File: src/rtl/ctc_timing_scan_if.sv
// ctc_timing_scan_if: keycode handshake between the timing/scan block and the controller.
//   key_valid  producer -> consumer  a keycode is waiting in the output buffer
//   key_code   producer -> consumer  head keycode {row, col}, zero when empty
//   key_ovf    producer -> consumer  one-cycle pulse when a keycode was dropped
//   key_ack    consumer -> producer  consume the head keycode
// master = keycode producer (ctc_timing_scan), slave = controller side.
interface ctc_timing_scan_if #(
    parameter int CODE_W = 6
);
    logic              key_valid;
    logic [CODE_W-1:0] key_code;
    logic              key_ovf;
    logic              key_ack;

    modport master (output key_valid, output key_code, output key_ovf, input key_ack);
    modport slave  (input key_valid, input key_code, input key_ovf, output key_ack);
endinterface

File: src/rtl/ctc_timing_scan.sv
// ctc_timing_scan: control-and-timing block for the calculator core.
// Produces the word-time counter, the instruction-sync window, the
// pointer-relative word select and a debounced keyboard scanner.
// Ports:
//   cph2 / rst             clock (rising edge) and synchronous active-high reset
//   sync, word_end, digit  word timing outputs
//   ptr_ld, ptr_val        pointer load, taken only at word_end
//   ws_ld, ws_mode,
//   ws_lo, ws_hi           word-select mode/field load, taken only at word_end
//   ws                     word select for the current digit
//   kr / kc                one-hot row drive / active-high column sense
//   key_bus (master)       key_valid/key_code/key_ovf out, key_ack in
// Optional feature: define CTC_KEY_FIFO_EN for a 4-entry keycode FIFO;
// otherwise a single keycode register is used.
module ctc_timing_scan #(
    parameter int DIGITS    = 14,
    parameter int DBITS     = 4,
    parameter int IS_LEN    = 10,
    parameter int KROWS     = 8,
    parameter int KCOLS     = 5,
    parameter int DEB_SCANS = 2,
    localparam int PW  = $clog2(DIGITS),
    localparam int KRW = $clog2(KROWS),
    localparam int KCW = $clog2(KCOLS)
) (
    input  logic             cph2,
    input  logic             rst,
    output logic             sync,
    output logic             word_end,
    output logic [PW-1:0]    digit,
    input  logic             ptr_ld,
    input  logic [PW-1:0]    ptr_val,
    input  logic             ws_ld,
    input  logic [2:0]       ws_mode,
    input  logic [PW-1:0]    ws_lo,
    input  logic [PW-1:0]    ws_hi,
    output logic             ws,
    output logic [KROWS-1:0] kr,
    input  logic [KCOLS-1:0] kc,
    ctc_timing_scan_if.master key_bus
);
    localparam int T      = DIGITS * DBITS;
    localparam int CW     = $clog2(T);
    localparam int DB_W   = $clog2(DBITS);
    localparam int CODE_W = KRW + KCW;
    localparam int NW     = $clog2(DEB_SCANS + 1);
    localparam logic [CW-1:0]  CNT_LAST = CW'(T - 1);
    localparam logic [CW-1:0]  SYNC_LO  = CW'(T - IS_LEN - 1);
    localparam logic [CW-1:0]  SYNC_HI  = CW'(T - 2);
    localparam logic [KRW-1:0] ROW_LAST = KRW'(KROWS - 1);

    typedef enum logic [1:0] {K_IDLE, K_CONFIRM, K_HELD} key_state_t;

    logic [CW-1:0]     cnt;
    logic [PW-1:0]     ptr, lo, hi;
    logic [2:0]        mode;
    logic [KRW-1:0]    row;
    logic              scan_hit;
    logic [CODE_W-1:0] scan_code;
    logic [KCW-1:0]    col_sel;
    logic              row_hit, hit_now, scan_end;
    logic [CODE_W-1:0] code_now;
    key_state_t        state, state_nx;
    logic [CODE_W-1:0] cand, cand_nx;
    logic [NW-1:0]     deb_n, deb_n_nx;
    logic              report, pop, accept, ovf;

    // Word-time counter; the timing outputs decode straight from it.
    always_ff @(posedge cph2) begin
        if (rst || word_end) cnt <= '0;
        else                 cnt <= cnt + CW'(1);
    end

    assign word_end = (cnt == CNT_LAST);
    assign sync     = (cnt >= SYNC_LO) && (cnt <= SYNC_HI);
    assign digit    = PW'(cnt >> DB_W);

    // Loads are only honoured on the last bit-time so a new pointer or mode
    // always applies to a whole word.
    always_ff @(posedge cph2) begin
        if (rst) begin
            ptr  <= '0;
            mode <= '0;
            lo   <= '0;
            hi   <= '0;
        end else if (word_end) begin
            if (ptr_ld) ptr <= ptr_val;
            if (ws_ld) begin
                mode <= ws_mode;
                lo   <= ws_lo;
                hi   <= ws_hi;
            end
        end
    end

    // Word select decode; an out-of-range pointer falls out naturally
    // because digit never exceeds DIGITS-1.
    always_comb begin
        ws = 1'b0;
        case (mode)
            3'd1:    ws = (digit == ptr);
            3'd2:    ws = (digit <= ptr);
            3'd3:    ws = 1'b1;
            3'd4:    ws = (lo <= hi) && (digit >= lo) && (digit <= hi);
            default: ws = 1'b0;
        endcase
    end

    // Row drive and lowest-pressed-column priority encode.
    always_comb begin
        kr      = '0;
        kr[row] = 1'b1;
        col_sel = '0;
        for (int c = KCOLS - 1; c >= 0; c--) begin
            if (kc[c]) col_sel = KCW'(c);
        end
    end

    // The hit seen so far in this scan wins over the current row, which
    // gives "lowest row, then lowest column" ordering.
    assign row_hit  = |kc;
    assign hit_now  = scan_hit | row_hit;
    assign code_now = scan_hit ? scan_code : {row, col_sel};
    assign scan_end = word_end && (row == ROW_LAST);

    // Row stepping and per-scan hit capture at each row-word end.
    always_ff @(posedge cph2) begin
        if (rst) begin
            row       <= '0;
            scan_hit  <= 1'b0;
            scan_code <= '0;
        end else if (word_end) begin
            row <= (row == ROW_LAST) ? '0 : row + KRW'(1);
            if (scan_end) begin
                scan_hit  <= 1'b0;
                scan_code <= '0;
            end else if (!scan_hit && row_hit) begin
                scan_hit  <= 1'b1;
                scan_code <= {row, col_sel};
            end
        end
    end

    // Debounce state register.
    always_ff @(posedge cph2) begin
        if (rst) begin
            state <= K_IDLE;
            cand  <= '0;
            deb_n <= '0;
        end else begin
            state <= state_nx;
            cand  <= cand_nx;
            deb_n <= deb_n_nx;
        end
    end

    // Debounce decision, evaluated once per scan. HELD ignores any new key
    // until the keyboard has been quiet for a whole scan.
    always_comb begin
        state_nx = state;
        cand_nx  = cand;
        deb_n_nx = deb_n;
        report   = 1'b0;
        if (scan_end) begin
            case (state)
                K_IDLE: begin
                    if (hit_now) begin
                        cand_nx  = code_now;
                        deb_n_nx = NW'(1);
                        if (DEB_SCANS == 1) begin
                            report   = 1'b1;
                            state_nx = K_HELD;
                        end else begin
                            state_nx = K_CONFIRM;
                        end
                    end
                end
                K_CONFIRM: begin
                    if (hit_now && (code_now == cand)) begin
                        deb_n_nx = deb_n + NW'(1);
                        if (int'(deb_n) + 1 >= DEB_SCANS) begin
                            report   = 1'b1;
                            state_nx = K_HELD;
                        end
                    end else begin
                        state_nx = K_IDLE;
                    end
                end
                K_HELD: begin
                    if (!hit_now) state_nx = K_IDLE;
                end
                default: state_nx = K_IDLE;
            endcase
        end
    end

`ifdef CTC_KEY_FIFO_EN
    logic [CODE_W-1:0] fifo_mem [4];
    logic [1:0]        wr_ptr, rd_ptr;
    logic [2:0]        count;

    assign pop    = (count != 3'd0) && key_bus.key_ack;
    assign accept = report && ((count != 3'd4) || pop);

    // Four-entry FIFO; a pop in the same cycle frees room for the push.
    always_ff @(posedge cph2) begin
        if (rst) begin
            wr_ptr <= '0;
            rd_ptr <= '0;
            count  <= '0;
            ovf    <= 1'b0;
        end else begin
            ovf <= report && !accept;
            if (accept) begin
                fifo_mem[wr_ptr] <= code_now;
                wr_ptr           <= wr_ptr + 2'd1;
            end
            if (pop) rd_ptr <= rd_ptr + 2'd1;
            case ({accept, pop})
                2'b10:   count <= count + 3'd1;
                2'b01:   count <= count - 3'd1;
                default: count <= count;
            endcase
        end
    end

    assign key_bus.key_valid = (count != 3'd0);
    assign key_bus.key_code  = (count != 3'd0) ? fifo_mem[rd_ptr] : '0;
`else
    logic              buf_valid;
    logic [CODE_W-1:0] buf_code;

    assign pop    = buf_valid && key_bus.key_ack;
    assign accept = report && (!buf_valid || pop);

    // Single holding register; a same-cycle ack makes room for the report.
    always_ff @(posedge cph2) begin
        if (rst) begin
            buf_valid <= 1'b0;
            buf_code  <= '0;
            ovf       <= 1'b0;
        end else begin
            ovf <= report && !accept;
            if (accept) begin
                buf_valid <= 1'b1;
                buf_code  <= code_now;
            end else if (pop) begin
                buf_valid <= 1'b0;
            end
        end
    end

    assign key_bus.key_valid = buf_valid;
    assign key_bus.key_code  = buf_valid ? buf_code : '0;
`endif

    assign key_bus.key_ovf = ovf;
endmodule
File: src/flat_wrapper.sv
// flat-port wrapper written by rule: the top's interface ports become plain ports
module ctc_timing_scan_flat 
#(
    parameter int DIGITS    = 14,
    parameter int DBITS     = 4,
    parameter int IS_LEN    = 10,
    parameter int KROWS     = 8,
    parameter int KCOLS     = 5,
    parameter int DEB_SCANS = 2,
    localparam int PW  = $clog2(DIGITS),
    localparam int KRW = $clog2(KROWS),
    localparam int KCW = $clog2(KCOLS)
)
  (cph2, rst, sync, word_end, digit, ptr_ld, ptr_val, ws_ld, ws_mode, ws_lo, ws_hi, ws, kr, kc, key_bus_key_valid, key_bus_key_code, key_bus_key_ovf, key_bus_key_ack);
  ctc_timing_scan_if key_bus_i ();
  input  logic cph2;
  input  logic rst;
  output logic sync;
  output logic word_end;
  output logic [PW-1:0] digit;
  input  logic ptr_ld;
  input  logic [PW-1:0] ptr_val;
  input  logic ws_ld;
  input  logic [2:0] ws_mode;
  input  logic [PW-1:0] ws_lo;
  input  logic [PW-1:0] ws_hi;
  output logic ws;
  output logic [KROWS-1:0] kr;
  input  logic [KCOLS-1:0] kc;
  output wire logic [$bits(key_bus_i.key_valid)-1:0] key_bus_key_valid;
  output wire logic [$bits(key_bus_i.key_code)-1:0] key_bus_key_code;
  output wire logic [$bits(key_bus_i.key_ovf)-1:0] key_bus_key_ovf;
  input wire logic [$bits(key_bus_i.key_ack)-1:0] key_bus_key_ack;
  assign key_bus_key_valid = key_bus_i.key_valid;
  assign key_bus_key_code = key_bus_i.key_code;
  assign key_bus_key_ovf = key_bus_i.key_ovf;
  assign key_bus_i.key_ack = key_bus_key_ack;
  ctc_timing_scan #(.DIGITS(DIGITS), .DBITS(DBITS), .IS_LEN(IS_LEN), .KROWS(KROWS), .KCOLS(KCOLS), .DEB_SCANS(DEB_SCANS)) u_core (.cph2(cph2), .rst(rst), .sync(sync), .word_end(word_end), .digit(digit), .ptr_ld(ptr_ld), .ptr_val(ptr_val), .ws_ld(ws_ld), .ws_mode(ws_mode), .ws_lo(ws_lo), .ws_hi(ws_hi), .ws(ws), .kr(kr), .kc(kc), .key_bus(key_bus_i));
endmodule
File: config.mk
export PLATFORM = sky130hd
export DESIGN_NAME = ctc_timing_scan_flat
export DESIGN_NICKNAME = d
export VERILOG_FILES = /design/src/rtl/ctc_timing_scan_if.sv /design/src/rtl/ctc_timing_scan.sv /design/src/flat_wrapper.sv
export SDC_FILE = /design/constraint.sdc
export NUM_CORES = 1
export LEC_CHECK = 0
export ABC_AREA = 1
export BUFFER_PORTS_ARGS = -buffer_cell sky130_fd_sc_hd__buf_2
export CORE_MARGIN = 5
export CORE_UTILIZATION = 51
export CTS_CLUSTER_SIZE = 20
export DETAILED_ROUTE_END_ITERATION = 8
export PLACE_DENSITY = 0.76
export SKIP_LAST_GASP = 1
export SYNTH_ARGS = -nofsm -noshare
export SYNTH_HDL_FRONTEND = slang
export SYNTH_SLANG_ARGS = --single-unit
File: constraint.sdc
create_clock -name cph2 -period 1.8 [get_ports cph2]
set_clock_uncertainty 0.15 [all_clocks]
set_input_delay 0.27 -clock cph2 [delete_from_list [all_inputs] [get_ports cph2]]
set_output_delay 0.27 -clock cph2 [all_outputs]
set_load 0.03 [all_outputs]
# Word level (Yosys, flattened, before mapping)
# Cells that the tools add are included.
# op_classes
addsub,4
mul,0
div,0
order_cmp,9
eq_ne,14
shift,0
mux,28
bitwise,1
n_reduce_logical,26
# ops
cell,count
">= comparator 32 x 3 -> 1 bit, second input constant",1
2-to-1 mux 6 bit,4
2-to-1 mux 3 bit,6
less-or-equal comparator 4 bit,3
logical AND 1 bit,10
2-to-1 mux 2 bit,5
2-to-1 mux 1 bit,9
AND reduction 4 bit,2
"adder 6 x 1 -> 6 bit, second input constant",1
"equality test 3 x 2 -> 1 bit, second input constant",2
"equality test 3 bit, second input constant",2
equality test 6 bit,1
"equality test 6 bit, second input constant",1
">= comparator 6 bit, second input constant",1
"less-or-equal comparator 6 bit, second input constant",1
case mux 2 bit (3 select lines),1
AND reduction 2 bit,3
nonzero test 2 bit,3
OR reduction 5 bit,1
equality test 4 bit,1
>= comparator 4 bit,1
"< comparator 3 x 4 -> 1 bit, second input constant",1
"!= test 2 x 1 -> 1 bit, second input constant",2
case mux 1 bit (4 select lines),1
other kinds (16),19
# totals
register_bits,49
latchBits,0
ram_bits,0
romBits,0
input_bits,25
out_inout_bits,23
wordCells,96
mem_count,0

# Depth between registers and ports, before layout
# logic_depth
word_depth,14
mapped_depth,14
depth_no_buf,13

# Least setup slack after synthesis
# OpenSTA, ideal clock, no wires.
# synth_timing
path_type,register to output
from,register u_core.cnt[0]
to,output sync
arrival_ns,1.549
t_required_ns,1.380
slack_ns,-0.169
stages_incl_launch_ff,6
path_buffers,0
cell_sequence,dfxtp_1 inv_1 ha_1 inv_1 o21ai_0 a221oi_1
# synth_between
elab_chain_cells,2
word_cells_on_any_way,3
cone_classes,2 x order compare; 1 x reduce/logical
# synth_rtl
item,line,rtl
start: declaration,ctc_timing_scan.sv:54,logic [CW-1:0] cnt;
start signal: assignment,ctc_timing_scan.sv:71,else cnt <= cnt + CW'(1);
>= comparator 6 bit / less-or-equal comparator 6 bit (equally long branches),ctc_timing_scan.sv:75,assign sync = (cnt >= SYNC_LO) && (cnt <= SYNC_HI);
logical AND 1 bit *,ctc_timing_scan.sv:75,
end: declaration,flat_wrapper.sv:18,output logic sync;
# Every way passes the cells marked *; elsewhere a longest branch is shown, timed or not.

# Worst setup path after layout
# layout_timing
from,register u_core.cnt[5]
to,output ws
# layout_between
elab_chain_cells,4
word_cells_on_any_way,7
cone_classes,3 x order compare; 1 x eq/ne; 1 x mux; 2 x reduce/logical
# layout_rtl
item,line,rtl
>= comparator 4 bit,ctc_timing_scan.sv:104,3'd4: ws = (lo <= hi) && (digit >= lo) && (digit <= hi);
logical AND 1 bit (2 in a row),ctc_timing_scan.sv:104,
case mux 1 bit (4 select lines) *,ctc_timing_scan.sv:100,case (mode)
end: declaration,flat_wrapper.sv:27,output logic ws;
# Marked as above.

==> impl_metrics.csv <==
group,metric,value,unit
outcome,status,"finished, violations left",
outcome,violations,"setup timing",
worst_setup_path,crit_path_top_delay_cell,"dfxtp_4",
die,die_h,86.9,µm
place,gp_congestion,0.909,
place,placedCellCount,567,
die,die_x,86.9,µm
sta,maxSlewViolCount,0,
die,rows,28,
clocking,clk_path_buf_depth,2,
layout,synthToLayoutAreaGrowth,30.7,%
place,place_hpwl,5.67,mm
synthesis,synth_seq_cells,49,
worst_setup_path,crit_fanout,4,
worst_setup_path,path_class,"flop to primary output",
drt,drt-initial-drc-count,131,
synthesis,synth_edf_count,0,
synthesis,synthCells,423,
synthesis,yosysUniqueCellTypes,41,
global_route,grt_max_degree,21,
drt,detail-route-antenna-nets,0,
synthesis,synth_nets,471,
layout,multi_input_area,0.00185,mm²
clocking,cts_sinks,49,
synthesis,yosysWarnings,0,
sta,final.period_utilization,1.24,
worst_setup_path,slowest_delay,0.35,ns
worst_setup_path,worstSetupStartpointType,"flop",
worst_setup_path,crit_chain,"buf_6 -> ha_4 -> nand2_2 -> inv_2 -> o21ai_2 -> a32o_2 -> nand4_1 -> nand3_2 -> buf_6",
power_and_ir_drop,peakVddDrop,0.000316,V
layout,fin_nets,556,
place,portBuffers,47,
sta,max_freq,449,MHz
worst_setup_path,critical_path_buf_inv_count,3,
synthesis,avgSynthCellArea,7.13,µm²
drt,drtPass1Iterations,5,
worst_setup_path,crit_top_cell,"buf_6",
clocking,cts_root_buf,"clkbuf_8",
sta,setup_viol,20,
die,initial_utilization,0.515,
power_and_ir_drop,cellLeakagePower,1.83,nW
layout,regArea,0.00101,mm²
worst_setup_path,critPathTopFamily,"flip-flops",
drt,vias,3092,
die,die_area,0.00755,mm²
clocking,clkTransAtPathRegs,0.09,ns
sta,hold_violations,0,
layout,diodes,0,
sta,setup_ws,-0.426,ns
clocking,cts_buffers,5,
run,maxCapViolCount,0,
sta,worst_pin_slew,0.304,ns
global_route,grt_overflow,0,
clocking,cts_tree,"built",
synthesis,syn_area,0.00302,mm²
layout,fin_area,0.00394,mm²
layout,nFillCells,476,
sta,period_needed,2.23,ns
worst_setup_path,setup.worst_path.end_class,"primary output",
drt,drc,0,
place,place_area,0.00353,mm²
drt,wl_per_cell,14.1,µm
clocking,htree_num_levels,2,
worst_setup_path,reg2reg_slack,-0.13,ns
worst_setup_path,required,1.38,ns
sta,rsz0062_at_grt,"true",
layout,stdcell_count,584,
worst_setup_path,arrival,1.81,ns
power_and_ir_drop,powerDensity,482,mW/mm²
global_route,grt_use_total,0.214,
power_and_ir_drop,power.total,1.90,mW
layout,drive_above_1_share,0.356,
synthesis,synth-async-reset-ratio,0,
die,floorplan.core_area,0.00585,mm²
drt,viasPerCell,5.29,
sta,slew_headroom,0.796,
synthesis,synth_ff_type,"dfxtp_1",
die,pin_count,48,
global_route,grt_pass1_vias,3010,
global_route,grt_first_pass_wirelength,13.0,mm
min_path,hold_path_class,"input port to flop",
global_route,antenna_found_initial,0,
clocking,clk_latency,0.30,ns
synthesis,seq_area_frac_synth,0.325,
drt,wl,8.21,mm
-- worst min-delay path, cell delays in order --
cell     delay (ns)
buf_2          0.07
o21ai_1        0.06
a21oi_1        0.10
-- cell families after synthesis --
kind of cell / after synthesis / share of synthesized area
compound gates: 68 / 0.134
xor+xnor: 2 / 0.00581
fa+ha+maj: 23 / 0.0954
buf+inv: 86 / 0.122
flops: 49 / 0.325
simple gates: 195 / 0.317
-- layer usage --
layer | vias up | global-route usage | routed length, µm
met5 | - | 0 | 0
met4 | 0 | 0.105 | 247
met3 | 23 | 0.0360 | 418
met2 | 101 | 0.374 | 4230
met1 | 1424 | 0.252 | 3310
li1 | 1544 | - | -
-- area by class of cell --
cell class              instances  share of cell area
flip-flops and latches         49               0.255
clock inverters                 2             0.00254
clock buffers                   6              0.0184
well taps                      75              0.0238
inverters                      71              0.0701
repair buffers                 93               0.160
multi-input cells             288               0.470
-- cells in the mapped netlist (4+ instances only) --
master    number  area [µm²]
nand3_1       25         125
nand4_1       11        68.8
clkbuf_1       5        18.8
o21ai_0       19        95.1
ha_1          23         288
a21oi_1       32         160
nand2_1       92         345
nor2_4         4        45.0
a31oi_1        4        25.0
nor2_1        31         116
inv_1         64         240
nor2_2         5        31.3
buf_4          5        37.5
nand3_2        4        40.0
inv_2          5        18.8
dfxtp_1       49         981
nor3_1        11        55.1
-- worst paths after layout --
path / startpoint / end / cells after the start
setup / recovery: u_core.cnt[5] / ws / 9
hold / removal: ws_lo[3] / u_core.lo[3] / 3
setup reg to reg: u_core.cnt[3] / u_core.cand[0] / 10
hold reg to reg: u_core.cnt[0] / u_core.cnt[0] / 1
-- cells in the final DEF, fill, tap and decap left out, drive strengths merged --
cell / count
a221oi: 1
xnor2: 1
a32o: 1
o211ai: 1
nand3b: 1
a41oi: 1
a22oi: 1
nor4: 1
a21oi: 33
nor2: 41
o21bai: 1
xor2: 1
nand4: 12
o31ai: 2
inv: 69
nand2: 96
buf: 93
or2: 1
a211oi: 3
dfxtp: 49
nand3: 29
clkinv: 4
o22ai: 1
and2: 1
o21ai: 19
a31oi: 4
nor3: 13
ha: 23
clkbuf: 6
-- stage by stage --
step	hold slack [ns]	utilization	setup WS, ns	setup TNS (ns)
floorplan	0.283	-	0.0724	0
global placement	0.298	0.604	-0.0945	-0.137
detailed placement	0.310	0.604	-0.104	-0.731
CTS	0.0908	0.646	-0.376	-1.59
global route	0.0823	0.674	-0.504	-5.65
finish	0.0780	0.674	-0.426	-1.57
-- power by group --
group / switching (mW) / internal (mW) / total, mW
combinational: 0.103 / 0.0765 / 0.179
clock: 0.362 / 0.270 / 0.632
sequential: 0.00539 / 1.08 / 1.09
total: 0.470 / 1.43 / 1.90
-- state kept, by name (all words and copies together) (netlist names), 2 cells and up --
register / count
u_core.deb_n: 2
u_core.lo: 4
u_core.buf_code: 6
u_core.mode: 3
u_core.hi: 4
u_core.scan_code: 6
u_core.state: 2
u_core.cand: 6
u_core.row: 3
u_core.cnt: 6
u_core.ptr: 4
-- repair_timing --
item                                    CTS  global route
buffers inserted                          2             7
pin swaps                                 8            11
endpoints found under the setup margin   25            43
hold buffers                              0             0
gates resized for setup                  38            48
gates cloned                              0             0
Power figures use the tool's default switching activity.
